==> config.mk <==
export PLATFORM = sky130hd
export DESIGN_NAME = pool1_lii_packer_flat
export DESIGN_NICKNAME = d
export VERILOG_FILES = /design/src/rtl/pool1_lii_packer_pkg.sv /design/src/rtl/pool1_lii_packer_if.sv /design/src/rtl/pool1_lii_packer_out_reg.sv /design/src/rtl/pool1_lii_packer.sv /design/src/flat_wrapper.sv
export SDC_FILE = /design/constraint.sdc
export NUM_CORES = 1
export LEC_CHECK = 0
export ABC_AREA = 1
export BUFFER_PORTS_ARGS = -buffer_cell sky130_fd_sc_hd__buf_2
export CORE_ASPECT_RATIO = 1.1
export CORE_MARGIN = 2
export CORE_UTILIZATION = 57
export DETAILED_ROUTE_END_ITERATION = 6
export GPL_TIMING_DRIVEN = 1
export PLACE_DENSITY = 0.88
export SLEW_MARGIN = 0
export SYNTH_ARGS = -nofsm -noshare
export SYNTH_HDL_FRONTEND = slang
export SYNTH_SLANG_ARGS = --single-unit
export TNS_END_PERCENT = 50
==> constraint.sdc <==
create_clock -name aclk -period 2.68 [get_ports aclk]
set_input_delay 0.268 -clock aclk [delete_from_list [all_inputs] [get_ports aclk]]
set_output_delay 0.268 -clock aclk [all_outputs]
set_load 0.1 [all_outputs]
==> src/rtl/pool1_lii_packer_pkg.sv <==
// Shared LII definitions: link width, id type and packer FSM states.
package pool1_lii_packer_pkg;

  localparam int LII_PW   = 64;
  localparam int LII_ID_W = 8;

  typedef logic [LII_ID_W-1:0] lii_id_t;

  typedef enum logic [0:0] {
    PACK  = 1'b0,
    FLUSH = 1'b1
  } pack_state_e;

endpackage

==> src/rtl/pool1_lii_packer_if.sv <==
// One LII stream: AXIS-style data/valid/ready plus source and destination ids.
interface pool1_lii_packer_if;
  import pool1_lii_packer_pkg::*;

  logic [LII_PW-1:0] tdata;
  logic              tvalid;
  logic              tready;
  lii_id_t           src;
  lii_id_t           dst;

  modport master (output tdata, output tvalid, output src, output dst, input tready);
  modport slave  (input tdata, input tvalid, input src, input dst, output tready);

endinterface

==> src/rtl/pool1_lii_packer_out_reg.sv <==
// 1-deep valid/ready output register carrying a beat, its ids and a frame-last marker.
module pool1_lii_packer_out_reg
  import pool1_lii_packer_pkg::*;
#(
  parameter int PW = LII_PW
) (
  input  logic          clk,
  input  logic          rst,
  input  logic          load_i,
  input  logic [PW-1:0] tdata_i,
  input  lii_id_t       src_i,
  input  lii_id_t       dst_i,
  input  logic          last_i,
  input  logic          tready_i,
  output logic          tvalid_o,
  output logic [PW-1:0] tdata_o,
  output lii_id_t       src_o,
  output lii_id_t       dst_o,
  output logic          last_o,
  output logic          slot_free_o
);

  logic          tvalid_q;
  logic [PW-1:0] tdata_q;
  lii_id_t       src_q;
  lii_id_t       dst_q;
  logic          last_q;

  assign slot_free_o = !tvalid_q || tready_i;

  // Load wins over drain so beats can stream back to back.
  always_ff @(posedge clk) begin
    if (rst) begin
      tvalid_q <= 1'b0;
      tdata_q  <= '0;
      src_q    <= '0;
      dst_q    <= '0;
      last_q   <= 1'b0;
    end else if (load_i) begin
      tvalid_q <= 1'b1;
      tdata_q  <= tdata_i;
      src_q    <= src_i;
      dst_q    <= dst_i;
      last_q   <= last_i;
    end else if (tready_i) begin
      tvalid_q <= 1'b0;
    end
  end

  assign tvalid_o = tvalid_q;
  assign tdata_o  = tdata_q;
  assign src_o    = src_q;
  assign dst_o    = dst_q;
  assign last_o   = last_q;

endmodule

==> src/rtl/pool1_lii_packer.sv <==
// Packs WW-bit words (one per input beat) densely LSB-first into PW-bit LII beats,
// zero-padding and flushing any partial beat at the end of each frame.
module pool1_lii_packer
  import pool1_lii_packer_pkg::*;
#(
  parameter int PW          = LII_PW,
  parameter int WW          = 48,
  parameter int FRAME_WORDS = 196
) (
  input  logic               aclk,
  input  logic               arst,
  pool1_lii_packer_if.slave  lii_in,
  pool1_lii_packer_if.master lii_out,
  output logic               frame_done
);

  localparam int CW = $clog2(PW) + 1;
  localparam int IW = (FRAME_WORDS > 1) ? $clog2(FRAME_WORDS) : 1;

  pack_state_e   state_q;
  logic [PW-1:0] acc_q;
  logic [CW-1:0] cnt_q;
  logic [IW-1:0] word_idx_q;
  lii_id_t       src_q;
  lii_id_t       dst_q;

  logic [WW-1:0]   word;
  logic [2*PW-1:0] ext_word;
  logic [2*PW-1:0] pk_w;
  logic [CW-1:0]   cnt_sum;
  logic [CW-1:0]   cnt_d;
  logic            full;
  logic            slot_free;
  logic            accept;
  logic            first_word;
  logic            last_word;
  logic            load;
  logic            load_last;
  logic [PW-1:0]   load_data;
  lii_id_t         load_src;
  lii_id_t         load_dst;
  logic            out_last;
  logic            unused_hi;

  assign word      = lii_in.tdata[WW-1:0];
  assign unused_hi = ^lii_in.tdata[PW-1:WW];

  assign ext_word = {{(2*PW-WW){1'b0}}, word};
  assign pk_w     = {{PW{1'b0}}, acc_q} | (ext_word << cnt_q);
  assign cnt_sum  = cnt_q + CW'(WW);
  assign full     = cnt_sum >= CW'(PW);
  assign cnt_d    = full ? (cnt_sum - CW'(PW)) : cnt_sum;

  // A word that fits in the residual is taken even while the output slot is busy.
  assign lii_in.tready = (state_q == PACK) && (!full || slot_free);
  assign accept        = lii_in.tvalid && lii_in.tready;
  assign first_word    = (word_idx_q == '0);
  assign last_word     = (word_idx_q == IW'(FRAME_WORDS - 1));

  always_comb begin
    load      = accept && full;
    load_data = pk_w[PW-1:0];
    load_src  = first_word ? lii_in.src : src_q;
    load_dst  = first_word ? lii_in.dst : dst_q;
    load_last = last_word && (cnt_d == '0);
    if (state_q == FLUSH) begin
      load      = slot_free;
      load_data = acc_q;
      load_src  = src_q;
      load_dst  = dst_q;
      load_last = 1'b1;
    end
  end

  always_ff @(posedge aclk) begin
    if (arst) begin
      state_q    <= PACK;
      acc_q      <= '0;
      cnt_q      <= '0;
      word_idx_q <= '0;
      src_q      <= '0;
      dst_q      <= '0;
    end else begin
      case (state_q)
        PACK: begin
          if (accept) begin
            acc_q <= full ? pk_w[2*PW-1:PW] : pk_w[PW-1:0];
            cnt_q <= cnt_d;
            if (first_word) begin
              src_q <= lii_in.src;
              dst_q <= lii_in.dst;
            end
            // A residual at frame end must leave alone so the next frame starts on a fresh beat.
            if (last_word) begin
              word_idx_q <= '0;
              if (cnt_d != '0) state_q <= FLUSH;
            end else begin
              word_idx_q <= word_idx_q + 1'b1;
            end
          end
        end
        FLUSH: begin
          if (slot_free) begin
            acc_q   <= '0;
            cnt_q   <= '0;
            state_q <= PACK;
          end
        end
        default: state_q <= PACK;
      endcase
    end
  end

  pool1_lii_packer_out_reg #(.PW(PW)) u_out_reg (
    .clk         (aclk),
    .rst         (arst),
    .load_i      (load),
    .tdata_i     (load_data),
    .src_i       (load_src),
    .dst_i       (load_dst),
    .last_i      (load_last),
    .tready_i    (lii_out.tready),
    .tvalid_o    (lii_out.tvalid),
    .tdata_o     (lii_out.tdata),
    .src_o       (lii_out.src),
    .dst_o       (lii_out.dst),
    .last_o      (out_last),
    .slot_free_o (slot_free)
  );

  assign frame_done = lii_out.tvalid && lii_out.tready && out_last;

endmodule

==> src/flat_wrapper.sv <==
// flat-port wrapper written by rule: the top's interface ports become plain ports
module pool1_lii_packer_flat import pool1_lii_packer_pkg::*;
#(
  parameter int PW          = LII_PW,
  parameter int WW          = 48,
  parameter int FRAME_WORDS = 196
)
  (aclk, arst, frame_done, lii_in_tdata, lii_in_tvalid, lii_in_src, lii_in_dst, lii_in_tready, lii_out_tdata, lii_out_tvalid, lii_out_src, lii_out_dst, lii_out_tready);
  pool1_lii_packer_if lii_in_i ();
  pool1_lii_packer_if lii_out_i ();
  input  logic aclk;
  input  logic arst;
  output logic frame_done;
  input wire logic [$bits(lii_in_i.tdata)-1:0] lii_in_tdata;
  input wire logic [$bits(lii_in_i.tvalid)-1:0] lii_in_tvalid;
  input wire logic [$bits(lii_in_i.src)-1:0] lii_in_src;
  input wire logic [$bits(lii_in_i.dst)-1:0] lii_in_dst;
  output wire logic [$bits(lii_in_i.tready)-1:0] lii_in_tready;
  output wire logic [$bits(lii_out_i.tdata)-1:0] lii_out_tdata;
  output wire logic [$bits(lii_out_i.tvalid)-1:0] lii_out_tvalid;
  output wire logic [$bits(lii_out_i.src)-1:0] lii_out_src;
  output wire logic [$bits(lii_out_i.dst)-1:0] lii_out_dst;
  input wire logic [$bits(lii_out_i.tready)-1:0] lii_out_tready;
  assign lii_in_i.tdata = lii_in_tdata;
  assign lii_in_i.tvalid = lii_in_tvalid;
  assign lii_in_i.src = lii_in_src;
  assign lii_in_i.dst = lii_in_dst;
  assign lii_in_tready = lii_in_i.tready;
  assign lii_out_tdata = lii_out_i.tdata;
  assign lii_out_tvalid = lii_out_i.tvalid;
  assign lii_out_src = lii_out_i.src;
  assign lii_out_dst = lii_out_i.dst;
  assign lii_out_i.tready = lii_out_tready;
  pool1_lii_packer #(.PW(PW), .WW(WW), .FRAME_WORDS(FRAME_WORDS)) u_core (.aclk(aclk), .arst(arst), .lii_in(lii_in_i), .lii_out(lii_out_i), .frame_done(frame_done));
endmodule
Yosys cells after proc, flatten, opt, wreduce, memory -nomap -nowiden
Cells that the tools add are included.
{"block": "word_totals", "in_bits": 84, "output_inout_bits": 83, "word_cells": 60, "register_bits": 178}
{"block": "op_classes", "n_shift": 1, "n_lt_le_gt_ge": 1, "n_mux": 23, "addsub": 3, "n_reduce_logical": 16, "bitwise": 2, "n_eq_ne": 3}
{"op": "two-way mux 64 bit", "n": 4}
{"op": "bitwise OR 64 x 128 -> 128 bit", "n": 1}
{"op": "one-hot mux 64 bit (2 select lines)", "n": 1}
{"op": "<< shifter 48 x 7 -> 128 bit", "n": 1}
{"op": "two-way mux 8 bit", "n": 5}
{"op": "two-way mux 7 bit", "n": 3}
{"op": "one-hot mux 7 bit (2 select lines)", "n": 1}
{"op": "adder 8 x 1 -> 8 bit, second input constant", "n": 1}
{"op": "== test 8 bit, second input constant", "n": 1}
{"op": "zero test 8 bit", "n": 1}
{"op": "two-way mux 1 bit", "n": 8}
{"op": "adder 7 x 6 -> 7 bit, second input constant", "n": 1}
{"op": ">= comparator 7 bit, second input constant", "n": 1}
{"op": "zero test 7 bit", "n": 1}
{"op": "nonzero test 7 bit", "n": 1}
{"op": "subtractor 7 bit, second input constant", "n": 1}
{"op": "logical AND 1 bit", "n": 6}
{"op": "AND reduction 2 bit", "n": 2}
{"op": "zero test 1 bit", "n": 2}
{"op": "logical OR 1 bit", "n": 2}
{"op": "inequality test 2 x 1 -> 1 bit, second input constant", "n": 1}
{"op": "inequality test 2 bit, second input constant", "n": 1}
{"op": "one-hot mux 1 bit (2 select lines)", "n": 1}
{"op": "nonzero test 2 bit", "n": 1}
{"op": "inverter 1 bit", "n": 1}

Depth between registers and ports, before layout
Gate-level depths: netlist of run 1.
{"block": "logic_depth", "word_depth": 9, "depth_mapped": 15}

Modules after synthesis
A second synthesis of run 1 with hierarchy kept.
{"block": "unflattened", "cells_unflattened": 1617, "area_unflattened_um2": 10252.3}
{"module": "pool1_lii_packer", "cells_each": 1262, "instances": 1, "area_each_um2": 7089.3, "seq_area_each_um2": 1841.8}
{"module": "pool1_lii_packer_out_reg", "cells_each": 355, "instances": 1, "area_each_um2": 3163.0, "seq_area_each_um2": 1641.6}

Worst setup path after synthesis of run 1
OpenSTA, ideal clock, no wires.
{"block": "synth_path", "path_kind": "flip-flop to output port", "start": "register u_core.u_out_reg.tvalid_q, in the netlist u_core.u_out_reg.tvalid_o", "end": "output frame_done", "path_buffers": 0, "path_slack_ns": 0.059, "path_stages_with_launch": 3, "arrival_time_ns": 2.353, "cell_sequence": "dfxtp_1 -> nand2_1 -> nor2_1"}
{"block": "synth_between", "elab_chain_cells": 2}
{"element": "start: declaration", "line_no": "pool1_lii_packer_out_reg.sv:23", "rtl": "logic tvalid_q;"}
{"element": "start signal: assignment", "line_no": "pool1_lii_packer_out_reg.sv:34", "rtl": "tvalid_q <= 1'b0;"}
{"element": "start signal: assignment", "line_no": "pool1_lii_packer_out_reg.sv:40", "rtl": "tvalid_q <= 1'b1;"}
{"element": "start signal: assignment", "line_no": "pool1_lii_packer_out_reg.sv:46", "rtl": "tvalid_q <= 1'b0;"}
{"element": "logical AND 1 bit (2 in a row)", "line_no": "pool1_lii_packer.sv:131", "rtl": "assign frame_done = lii_out.tvalid && lii_out.tready && out_last;"}
{"element": "end: declaration", "line_no": "flat_wrapper.sv:13", "rtl": "output logic frame_done;"}
No other way between the ends.

Final worst setup path of run 1
{"block": "layout_path", "start": "register u_core.cnt_q[4]", "end": "register u_core.acc_q[42]"}
{"block": "layout_between", "elab_chain_cells": 8, "elab_cells_between_ends": 13, "classes_between": "add/sub (1); order compare (1); eq/ne (1); shift (1); mux (3); bitwise (1); reduce/logical (5)"}
{"element": "start: declaration", "line_no": "pool1_lii_packer.sv:22", "rtl": "logic [CW-1:0] cnt_q;"}
{"element": "start signal: assignment", "line_no": "pool1_lii_packer.sv:88", "rtl": "cnt_q <= cnt_d;"}
{"element": "adder 7 x 6 -> 7 bit", "line_no": "pool1_lii_packer.sv:50", "rtl": "assign cnt_sum = cnt_q + CW'(WW);"}
{"element": ">= comparator 7 bit", "line_no": "pool1_lii_packer.sv:51", "rtl": "assign full = cnt_sum >= CW'(PW);"}
{"element": "zero test 1 bit", "line_no": "pool1_lii_packer.sv:55", "rtl": "assign lii_in.tready = (state_q == PACK) && (!full || slot_free);"}
{"element": "logical OR 1 bit", "line_no": "pool1_lii_packer.sv:55"}
{"element": "logical AND 1 bit", "line_no": "pool1_lii_packer.sv:55"}
{"element": "logical AND 1 bit", "line_no": "pool1_lii_packer.sv:56", "rtl": "assign accept = lii_in.tvalid && lii_in.tready;"}
{"element": "inequality test 2 x 1 -> 1 bit (no line)"}
{"element": "AND reduction 2 bit (no line)"}
{"element": "end signal: assignment", "line_no": "pool1_lii_packer.sv:87", "rtl": "acc_q <= full ? pk_w[2*PW-1:PW] : pk_w[PW-1:0];"}
{"element": "end: declaration", "line_no": "pool1_lii_packer.sv:21", "rtl": "logic [PW-1:0] acc_q;"}
Several ways; a longest one is shown, not always the timed one. The select of a mux whose other input is x is not followed.
A chain may end at the register's enable or synchronous reset.

==> summary.md, run 1 <==
| Metric | Value |
|---|---|
| Minimum clock period | `2.39 ns` |
| CTS root buf | `clkbuf_16` |
| Dominant synthesized flop cell | `dfxtp_1` |
| Post-synthesis sequential area ratio | `34.9%` |
| Met2 usage | `53.5%` |
| Max VDD drop | `483 uV` |
| Hold Path Depth | `4` |
| Fmax | `around 420 MHz` |
| Crit path required time | `2.97 ns` |
| Port buffer count | `150` |
| Post-route insts no fill | `1,926` |
| Synth Warn # | `0` |
| Die Footprint | `18,600 um^2` |
| # setup viols final | `0` |
| Total global routing overflow | `0` |
| Remaining antenna violation count | `0` |
| Final GP Congestion | `0.920` |
| Met3 Use GR | `5.77%` |
| Most used routing layer | `met2` |
| Count of final max-slew check failures | `0` |
| Placed cells | `1,894` |
| Utilization after layout | `66.3%` |
| Top cells by area, synth | `dfxtp_1, nand2_1, nand3_1` |
| Cell Rows | `50` |
| Kind of start point of the critical path | `flip-flop` |
| Drt wl/cell | `15.4 um` |
| Total global-route track usage | `32.5%` |
| Levels on crit path | `11` |
| Pre-CTS setup slack | `0.335 ns` |
| Most frequent cell after synthesis | `nand2_1` |
| Cells after Synth | `1,595` |
| Post-Route WL | `slightly below 30 mm` |
| PwrDens | `roughly 700 nW/um^2` |
| EDFF count, synth | `0` |
| Crit path max fanout | `43` |
| Max-Cap Viols | `0` |
| Post-synth top area cell | `dfxtp_1` |
| GRT met1 Usage | `a little under two fifths` |
| Initial core utilization | `58.4%` |
| Die Height | `143 um` |
| First-pass GRT wire length | `47.5 mm` |
| Synthesized Nets | `1,683` |
| Number of synthesized register bits | `~170` |
| Number of antenna violations at the first check in global routing | `1` |
| Post-DP HPWL | `19.6 mm` |
| Fin. Hold Viols | `0` |
| Slowest stage cell, crit path | `dfxtp_2` |
| PnR worst setup slack | `0.293 ns` |
| Final period utilization | `89.1%` |
| Synth Cell Area | `9980 um^2` |
| CP bufs+invs | `4` |
| Max incr delay on CP | `about 0.34 ns` |
| Worst min-delay path category | `in -> reg` |
| CTS buffer count | `17` |
| Worst hold slack | `0.155 ns` |
| Core Region | `17,100 um^2` |
| Unrepaired setup endpoints after global routing | `false` |
| Clk buf depth | `2` |
| Static leakage | `5.80 nW` |
| Worst-path clk slew | `0.07 ns` |
| Vias in the first global route | `9,911` |
| 1st-pass router iterations | `6` |
| Mapped Avg Cell Area | `6.26 um^2` |
| Delay-heaviest family, CP | `simple AND/OR/NAND/NOR gates` |
| Post-CTS Setup Bufs | `0` |
| Cell depth of the worst flop-to-flop path | `11` |
| Max H-tree Level | `4` |
| Status | `complete, no violations` |
| Largest net degree at the start of global routing | `83` |
| Post-CTS Hold Buffers | `0` |
| Clk_lat worst skew | `0.44 ns` |
| Async set or reset register ratio after synthesis | `0%` |
| Yosys top cell area share | `34.9%` |
| I/O Pins | `167` |
| # nets final | `around 1,800` |
| Dominant cell type by count on the critical path | `inv_2` |
| Setup crit end kind | `flip-flop` |
| Area grow syn2layout | `13.4%` |
| Die W | `130 um` |
| Antenna Diode Count | `0` |
| PostCTS Resize Cnt | `0` |
| Worst slew pin tran | `0.703 ns` |
| Worst slew margin | `53.1%` |
| Layout cells sized above 1 | `13.8%` |
| Clock Skew | `around 0.01 ns` |
| Worst path cell trace | `inv_2 > ha_1 > inv_2 > nand2_2 > nand2_4 > nand4_4 > nand2_2 > inv_2 > buf_12 > nand2_1 > a21oi_1` |
| Sink Count | `174` |
| Via count | `between 10,000 and 15,000` |
| Residual DRC | `0` |
| Setup_tns | `0 ns` |
| CP Data Arrival Time | `2.68 ns` |
| Yosys cell types | `32` |
| Initial DRC count | `1,060` |
| DR vias/cell | `5.52` |
| CTS tree | `done` |
| Post-synth top cells | `nand2_1, nor2_1, dfxtp_1, nand3_1, inv_1` |
| Setup CP Type | `reg -> reg` |
## per-stage QoR
step,area [um^2],total power [mW]
global placement,10700,5.61
CTS,11300,8.17
finish,11300,8.16
floorplan,9980,5.14
global route,11300,8.54
detailed placement,10700,5.66
## final timing paths
path	startpoint	end	slack (ns)
worst min-delay path	lii_out_tready	u_core.state_q$_SDFF_PP0_	0.15
worst max-delay path	u_core.cnt_q[4]$_SDFFE_PP0P_	u_core.acc_q[42]$_SDFFE_PP0P_	0.29
worst min register to register	u_core.acc_q[40]$_SDFFE_PP0P_	u_core.acc_q[40]$_SDFFE_PP0P_	0.46
worst max register to register	u_core.cnt_q[4]$_SDFFE_PP0P_	u_core.acc_q[42]$_SDFFE_PP0P_	0.29
## per-layer routing
layer | part of all wire [%] | vias up
li1 | - | 5255
met3 | 7.1 | 115
met1 | 40 | 4761
met4 | 6.5 | 2
met2 | 46 | 491
met5 | 0.044 | -
## registers in the layout, indices dropped and copies added (netlist names)
register and cells:
u_core.acc_q 64, u_core.u_out_reg.last_o 1, u_core.u_out_reg.dst_o 8, u_core.u_out_reg.tdata_o 64, u_core.u_out_reg.src_o 8, u_core.word_idx_q 8
u_core.dst_q 8, u_core.state_q 1, u_core.cnt_q 3, u_core.u_out_reg.tvalid_o 1, u_core.src_q 8
## report_power, final
part,leakage [nW],switching (mW),internal (mW)
registers,1.43,0.134,2.83
logic,4.08,2.01,0.663
clock network,0.290,1.11,1.42
## cell families after synthesis
logic type	count (synthesis)	share of synthesized area [%]
and+or+nand+nor	894	37.4
AOI/OAI and AO/OA	271	16.0
buffers and inverters	250	11.1
DFF	174	34.9
adders and majority gates	4	0.501
xor gates and xnor gates	2	0.176
## placed cells by master (no fill, tap or decap), types with 5 or more instances in the layout
| master | synthesis | layout |
|---|---|---|
| clkbuf_8 | 0 | 5 |
| nor2_1 | 190 | 188 |
| buf_4 | 16 | 24 |
| buf_2 | 41 | 149 |
| o21a_1 | 33 | 33 |
| inv_1 | 127 | 127 |
| clkbuf_16 | 0 | 17 |
| nand3_1 | 156 | 156 |
| o21ai_0 | 12 | 12 |
| a21oi_1 | 102 | 102 |
| inv_2 | 7 | 6 |
| o21ai_1 | 61 | 61 |
| dfxtp_1 | 174 | 171 |
| nand2_1 | 504 | 504 |
| o211ai_1 | 32 | 32 |
| nand3b_1 | 32 | 32 |
| o21bai_1 | 30 | 30 |
| buf_12 | 0 | 5 |
## layout make-up
cell class | count | area [um^2]
Fill cell | 1531 | 5760
Multi-Input combinational cell | 1171 | 5400
Sequential cell | 174 | 3490
Timing Repair Buffer | 178 | 1030
Inverter | 137 | 519
Clock buffer | 22 | 494
Tap cell | 234 | 293
Clock inverter | 10 | 103
## worst min-delay path: stages
cell     delay, ns
buf_2         0.10
nor2_1        0.07
nand2_1       0.06
a21oi_1       0.05
Note: power is estimated with default switching activity, not from simulation.
==> inputs of run 2 (changes only) <==
--- a/config.mk
+++ b/config.mk
@@ -7,12 +7,15 @@
 export LEC_CHECK = 0
 export ABC_AREA = 1
 export BUFFER_PORTS_ARGS = -buffer_cell sky130_fd_sc_hd__buf_2
+export CELL_PAD_IN_SITES_DETAIL_PLACEMENT = 0
+export CELL_PAD_IN_SITES_GLOBAL_PLACEMENT = 2
 export CORE_ASPECT_RATIO = 1.1
 export CORE_MARGIN = 2
-export CORE_UTILIZATION = 57
+export CORE_UTILIZATION = 31
+export CTS_BUF_LIST = sky130_fd_sc_hd__clkbuf_4
 export DETAILED_ROUTE_END_ITERATION = 6
 export GPL_TIMING_DRIVEN = 1
-export PLACE_DENSITY = 0.88
+export PLACE_DENSITY = 0.89
 export SLEW_MARGIN = 0
 export SYNTH_ARGS = -nofsm -noshare
 export SYNTH_HDL_FRONTEND = slang
==> run 2 against run 1 <==
  * Combinational power rose by 1%
  * Maximum frequency rose by 1.5%
  * Clock power fell by 36%
  * Via count is 3.4% lower
  * Hold slack got worse by 0.11 ns
  * Non-clock buffer count up 3
  * Sequential power about the same
  * Flip-flop and latch count is the same
  * Largest cell class unchanged
  * Critical path type is now reg -> out
  * First-iteration DRC count fell by 38%
  * Setup slack improved by 0.034 ns
  * Sequential share of layout area barely moved
==> summary.md, run 2 (same netlist as run 1, synthesis figures left out) <==
| Metric | Value |
|---|---|
| Largest net degree at the start of global routing | `106` |
| Start point of the critical path | `u_core.state_q$_SDFF_PP0_` |
| Count of final max-slew check failures | `0` |
| Reg2reg end | `u_core.acc_q[46]$_SDFFE_PP0P_` |
| Crit path max fanout | `33` |
| Levels on crit path | `5` |
| Crit path required time | `2.41 ns` |
| Clk_lat worst skew | `0.60 ns` |
| Kind of start point of the critical path | `flip-flop` |
| Core Region | `roughly 32,000 um^2` |
| Post-Route WL | `33.5 mm` |
| Number of antenna violations at the first check in global routing | `2` |
| Final period utilization | `a little under 90%` |
| Sink Count | `174` |
| Status | `complete, no violations` |
| DR vias/cell | `about 4.8` |
| Setup CP Type | `reg -> out` |
| I/O Pins | `167` |
| Total global-route track usage | `20.2%` |
| Total global routing overflow | `0` |
| Worst-path clk slew | `0.14 ns` |
| Post-route insts no fill | `between 2,000 and 2,500` |
| Vias in the first global route | `9,766` |
| Via count | `10,259` |
| Post-DP HPWL | `approximately 23 mm` |
| Minimum clock period | `2.35 ns` |
| Clk buf depth | `2` |
| Flop2flop setup slack | `0.44 ns` |
| Die Height | `just under 200 um` |
| Residual DRC | `0` |
| Initial core utilization | `31.6%` |
| Port buffer count | `150` |
| Die Footprint | `33,700 um^2` |
| Initial DRC count | `660` |
| Worst path cell trace | `inv_2 > buf_4 > nand2_1 > inv_1 > buf_12` |
| Worst slew pin tran | `roughly 0.95 ns` |
| Cell Rows | `68` |
| Max-Cap Viols | `0` |
| CTS root buf | `clkbuf_4` |
| Fmax | `425 MHz` |
| Most frequent cells in the layout | `nand2_1, nor2_1, dfxtp_1, nand3_1, buf_2` |
| Overall power | `7.27 mW` |
| Worst slew margin | `between 30% and 40%` |
| Drt wl/cell | `15.8 um` |
| Internal power | `4.03 mW` |
| Switch Pwr | `3.24 mW` |
| Max H-tree Level | `4` |
| # nets final | `around 1,800` |
| Static leakage | `5.70 nW` |
| Setup crit end kind | `output pin` |
| Cell depth of the worst flop-to-flop path | `10` |
| Post-CTS Setup Bufs | `0` |
| Switch share | `44.6%` |
| PwrDens | `~640 nW/um^2` |
| Reg power frac | `40.6%` |
| Placed cells | `between 2,000 and 2,500` |
| Post-CTS Hold Buffers | `0` |
| Area grow syn2layout | `13.3%` |
| Fin. Hold Viols | `0` |
| 1st-pass router iterations | `7` |
| Delay-heaviest family, CP | `buffers and inverters` |
| Die W | `175 um` |
| # setup viols final | `0` |
| Clock power frac | `between 20 and 25%` |
| Logic pwr share | `37.3%` |
| CP endpoint | `lii_in_tready` |
| PostCTS Resize Cnt | `0` |
| Launch point of the worst reg-to-reg path | `u_core.cnt_q[5]$_SDFFE_PP0P_` |
| Commonest non-fill, non-tap cell in the layout | `nand2_1` |
| Final GP Congestion | `0.788` |
| CP bufs+invs | `4` |
| CTS tree | `done` |
| CTS buffer count | `17` |
| Layout cells sized above 1 | `around 14%` |
| Slowest stage cell, crit path | `dfxtp_2` |
| Max VDD drop | `a little over 200 uV` |
| Unrepaired setup endpoints after global routing | `false` |
| Setup_tns | `0 ns` |
| CP Data Arrival Time | `2.08 ns` |
| First-pass GRT wire length | `53.4 mm` |
| Max incr delay on CP | `0.49 ns` |
| Clock Skew | `0.0404 ns` |
| Remaining antenna violation count | `0` |
| Worst min-delay path category | `in -> reg` |
==> run 2: routing by layer <==
metal	vias to the layer above	GRT usage, %	share of wire [%]
li1	5261	-	-
met1	4713	24.8	44
met2	236	35.2	48
met3	47	3.40	4.1
met4	2	8.01	3.5
met5	-	0	0.039
==> run 2: worst min-delay path: stages <==
cell     delay [ns]
buf_2          0.11
nor2_1         0.09
nand2_1        0.06
a21oi_1        0.06
==> run 2: area by class of cell <==
class / instances / area [um^2]
multi-input cells: 1171 / 5400
repair buffers: 181 / 1090
inverters: 137 / 519
clock buffers: 19 / 143
fillers: 3526 / 20300
clock inverters: 13 / 148
diodes: 1 / 2.50
flip-flops and latches: 174 / 3490
well taps: 420 / 526
==> run 2: how the worst min path moves through the flow <==
stage / startpoint / cells past startpoint / to
2_1_floorplan: u_core.acc_q[0]$_SDFFE_PP0P_ / 2 / u_core.acc_q[0]$_SDFFE_PP0P_
3_3_place_gp: u_core.acc_q[5]$_SDFFE_PP0P_ / 2 / u_core.acc_q[5]$_SDFFE_PP0P_
3_5_place_dp: u_core.acc_q[2]$_SDFFE_PP0P_ / 2 / u_core.acc_q[2]$_SDFFE_PP0P_
4_1_cts: lii_out_tready / 4 / u_core.state_q$_SDFF_PP0_
5_1_grt: lii_out_tready / 4 / u_core.u_out_reg.tvalid_o$_SDFFE_PP0P_
6_report: lii_out_tready / 4 / u_core.state_q$_SDFF_PP0_
==> run 2: metrics by stage <==
| stage | setup WS [ns] | hold WS (ns) | utilization (%) | cell area [um^2] |
|---|---|---|---|---|
| after floorplan | 0.0595 | 0.431 | - | 9980 |
| after global placement | 0.485 | 0.440 | 34.9 | 11000 |
| after detailed placement | 0.475 | 0.448 | 34.9 | 11000 |
| after CTS | 0.288 | 0.000855 | 35.8 | 11300 |
| after global routing | 0.182 | 0.0135 | 35.8 | 11300 |
| final | 0.327 | 0.0441 | 35.8 | 11300 |
==> run 2: power by group through the flow <==
| stage | combinational (mW) | clock [mW] | sequential, mW |
|---|---|---|---|
| detailed placement | 2.73 | 0 | 3.01 |
| global route | 2.97 | 1.76 | 2.98 |
| CTS | 2.74 | 1.68 | 2.95 |
| floorplan | 1.27 | 0 | 3.88 |
| finish | 2.71 | 1.61 | 2.95 |
| global placement | 2.72 | 0 | 3.00 |
==> inputs of run 3 (changes only) <==
--- a/config.mk
+++ b/config.mk
@@ -5,13 +5,13 @@
 export SDC_FILE = /design/constraint.sdc
 export NUM_CORES = 1
 export LEC_CHECK = 0
-export ABC_AREA = 1
+export ABC_AREA = 0
 export BUFFER_PORTS_ARGS = -buffer_cell sky130_fd_sc_hd__buf_2
 export CELL_PAD_IN_SITES_DETAIL_PLACEMENT = 0
 export CELL_PAD_IN_SITES_GLOBAL_PLACEMENT = 2
 export CORE_ASPECT_RATIO = 1.1
-export CORE_MARGIN = 2
-export CORE_UTILIZATION = 31
+export CORE_MARGIN = 1
+export CORE_UTILIZATION = 34
 export CTS_BUF_LIST = sky130_fd_sc_hd__clkbuf_4
 export DETAILED_ROUTE_END_ITERATION = 6
 export GPL_TIMING_DRIVEN = 1
==> run 3 against run 2 <==
  * Global-route usage rose by 2.2 points
  * Register-to-register slack lost 0.04 ns
  * Maximum frequency decreased by 7.8%
  * Count of clock-buffer cells in the layout is 2 lower
  * Critical path depth rose by 1
  * Total power down 2.9%
  * Utilization rose by 5.8 points
  * Sequential power barely moved
  * Flip-flop and latch count unchanged
  * Hold slack gained 0.035 ns
  * Cell count shrank 27%
  * Area after synthesis fell by 11%
  * Largest cell class unchanged
==> summary.md, run 3 <==
| Metric | Value |
|---|---|
| Status | `complete, no violations` |
| Setup crit end kind | `output pin` |
| Switch Pwr | `3.11 mW` |
| Logic pwr share | `35.4%` |
| Mapped Avg Cell Area | `8.39 um^2` |
| Area grow syn2layout | `18.9%` |
| Switch share | `44.1%` |
| Worst-path clk slew | `0.17 ns` |
| Max-Cap Viols | `0` |
| Die Height | `172 um` |
| Post-synth top area cell | `dfxtp_1` |
| Yosys top cell area share | `roughly 39%` |
| CP bufs+invs | `3` |
| Remaining antenna violation count | `0` |
| Async set or reset register ratio after synthesis | `0%` |
| Post-Route WL | `about 30 mm` |
| Clock Skew | `0.0358 ns` |
| Unrepaired setup endpoints after global routing | `false` |
| First-pass GRT wire length | `approximately 46 mm` |
| Final period utilization | `95.2%` |
| Total global routing overflow | `0` |
| CTS tree | `done` |
| Clock power frac | `a little under a quarter` |
| 1st-pass router iterations | `5` |
| Overall power | `slightly above 7 mW` |
| Residual DRC | `0` |
| Number of antenna violations at the first check in global routing | `3` |
| Vias in the first global route | `7,864` |
| Final GP Congestion | `0.837` |
| Max incr delay on CP | `about 0.43 ns` |
| Drt wl/cell | `between 15 and 20 um` |
| Largest net degree at the start of global routing | `65` |
| Post-CTS Setup Bufs | `0` |
| Setup_tns | `0 ns` |
| Static leakage | `slightly above 4 nW` |
| Count of final max-slew check failures | `0` |
| Kind of start point of the critical path | `flip-flop` |
| Synth Warn # | `0` |
| Cell Rows | `61` |
| FF/Latch Area | `about 3500 um^2` |
| Synth Cell Area | `8910 um^2` |
| Fillers | `between 2,000 and 3,000` |
| Top cells by area, synth | `dfxtp_1, a21oi_1, a211oi_1` |
| Slowest stage cell, crit path | `dfxtp_4` |
| # nets final | `between 1,000 and 1,500` |
| Fmax | `~400 MHz` |
| Total global-route track usage | `22.4%` |
| Cells after Synth | `1,063` |
| Clk_lat worst skew | `0.61 ns` |
| CTS root buf | `clkbuf_4` |
| Crit path required time | `2.41 ns` |
| CP Data Arrival Time | `about 2.3 ns` |
| Most frequent cell after synthesis | `a21oi_1` |
| Worst slew pin tran | `0.937 ns` |
| Sink Count | `174` |
| Post-synthesis sequential area ratio | `around two fifths` |
| CTS buffer count | `17` |
| Port buffer count | `150` |
| Number of synthesized register bits | `174` |
| Die W | `about 160 um` |
| Worst min-delay path category | `in -> reg` |
| Die Footprint | `26,900 um^2` |
| Synthesized Nets | `1,151` |
| Via count | `8,659` |
| Multi-input gate area | `4990 um^2` |
| # setup viols final | `0` |
| Commonest non-fill, non-tap cell in the layout | `a21oi_1` |
| Delay-heaviest family, CP | `buffers and inverters` |
| EDFF count, synth | `0` |
| Most frequent cells in the layout | `a21oi_1, dfxtp_1, buf_2, o21ai_0, nand2_1` |
| Post-DP HPWL | `20.6 mm` |
| Core Region | `25,500 um^2` |
| DR vias/cell | `~5.6` |
| Initial core utilization | `35.0%` |
| Clk buf depth | `2` |
| Max H-tree Level | `4` |
| Internal power | `3.95 mW` |
| Post-synth top cells | `a21oi_1, dfxtp_1, o21ai_0, clkbuf_1, nand2_1` |
| Setup CP Type | `reg -> out` |
| PwrDens | `666 nW/um^2` |
| I/O Pins | `167` |
| Minimum clock period | `2.55 ns` |
| Fin. Hold Viols | `0` |
| Initial DRC count | `781` |
| Yosys cell types | `47` |
| Dominant synthesized flop cell | `dfxtp_1` |
| Worst slew margin | `between 30% and 40%` |
| Max VDD drop | `313 uV` |
| Crit path max fanout | `10` |
| Reg power frac | `41.6%` |
| Worst path cell trace | `inv_1 > ha_1 > xnor2_4 > buf_4 > a21oi_4 > buf_12` |
| Layout cells sized above 1 | `a little under a quarter` |
run 3: power groups by stage:
stage | combinational, mW | sequential (mW) | clock (mW)
after global routing | 2.65 | 2.96 | 1.76
after detailed placement | 2.47 | 2.99 | 0
final | 2.50 | 2.94 | 1.63
after floorplan | 1.02 | 3.82 | 0
after CTS | 2.49 | 2.94 | 1.67
after global placement | 2.46 | 2.99 | 0
run 3: routing by layer:
| metal | share of wire [%] | GRT usage (%) | up-vias |
|---|---|---|---|
| met3 | 5.7 | 3.58 | 35 |
| met2 | 47 | 37.0 | 288 |
| li1 | - | - | 4171 |
| met5 | 0.033 | 0 | - |
| met1 | 45 | 30.1 | 4163 |
| met4 | 1.7 | 5.84 | 2 |
run 3: path summary, 6_finish.rpt:
check                                                    from                                       end  slack [ns]  depth (start not counted)
worst max-delay path             u_core.cnt_q[4]$_SDFFE_PP0P_                             lii_in_tready        0.13                          6
worst min-delay path                          lii_in_tdata[4]  u_core.u_out_reg.tdata_o[4]$_SDFFE_PP0P_        0.08                          3
worst max register to register   u_core.cnt_q[4]$_SDFFE_PP0P_              u_core.dst_q[1]$_SDFFE_PP0P_        0.40                          7
worst min register to register  u_core.acc_q[58]$_SDFFE_PP0P_             u_core.acc_q[58]$_SDFFE_PP0P_        0.49                          2
run 3: final cells by class:
type                            count  area share [%]
Sequential cell                   174            32.9
Timing Repair Buffer              211            12.8
Antenna cell                        2          0.0472
Clock buffer                       17            1.20
Clock inverter                     15            1.72
Inverter                            5           0.177
Tap cell                          346            4.08
Multi-Input combinational cell    771            47.1
run 3: kinds of logic (layout without fill, tap and decap cells):
family,count (synthesis),in the layout,share of synthesized area (%)
flip-flops,174,174,39.1
multiplexers,81,81,9.54
adder cells (fa/ha/maj),4,4,0.561
buffers and inverters,118,248,5.70
XOR/XNOR,8,8,0.786
AO/OA/AOI/OAI,489,489,32.8
AND/OR/NAND/NOR,189,189,11.5
other,0,2,0
run 3: metrics by stage:
step           cells  util (%)  hold WS, ns  setup slack [ns]  instance area (um^2)
2_1_floorplan   1063         -        0.423           0.00342                  8940
3_3_place_gp    1490      39.6        0.458             0.518                 10100
3_5_place_dp    1490      39.6        0.465             0.491                 10100
4_1_cts         1539      41.5       0.0488           0.00840                 10600
5_1_grt         1540      41.6       0.0546            0.0128                 10600
6_report        1541      41.6       0.0790             0.129                 10600
run 3: what timing repair did:
action	in CTS	in global routing
resized for setup	0	1
hold buffers	17	0
hold endpoints to repair	32	0
setup endpoints to repair	0	1
run 3: tightest hold or removal path, stage by stage:
cell and delay, ns:
buf_2 0.15, a21oi_1 0.14, a211oi_1 0.08
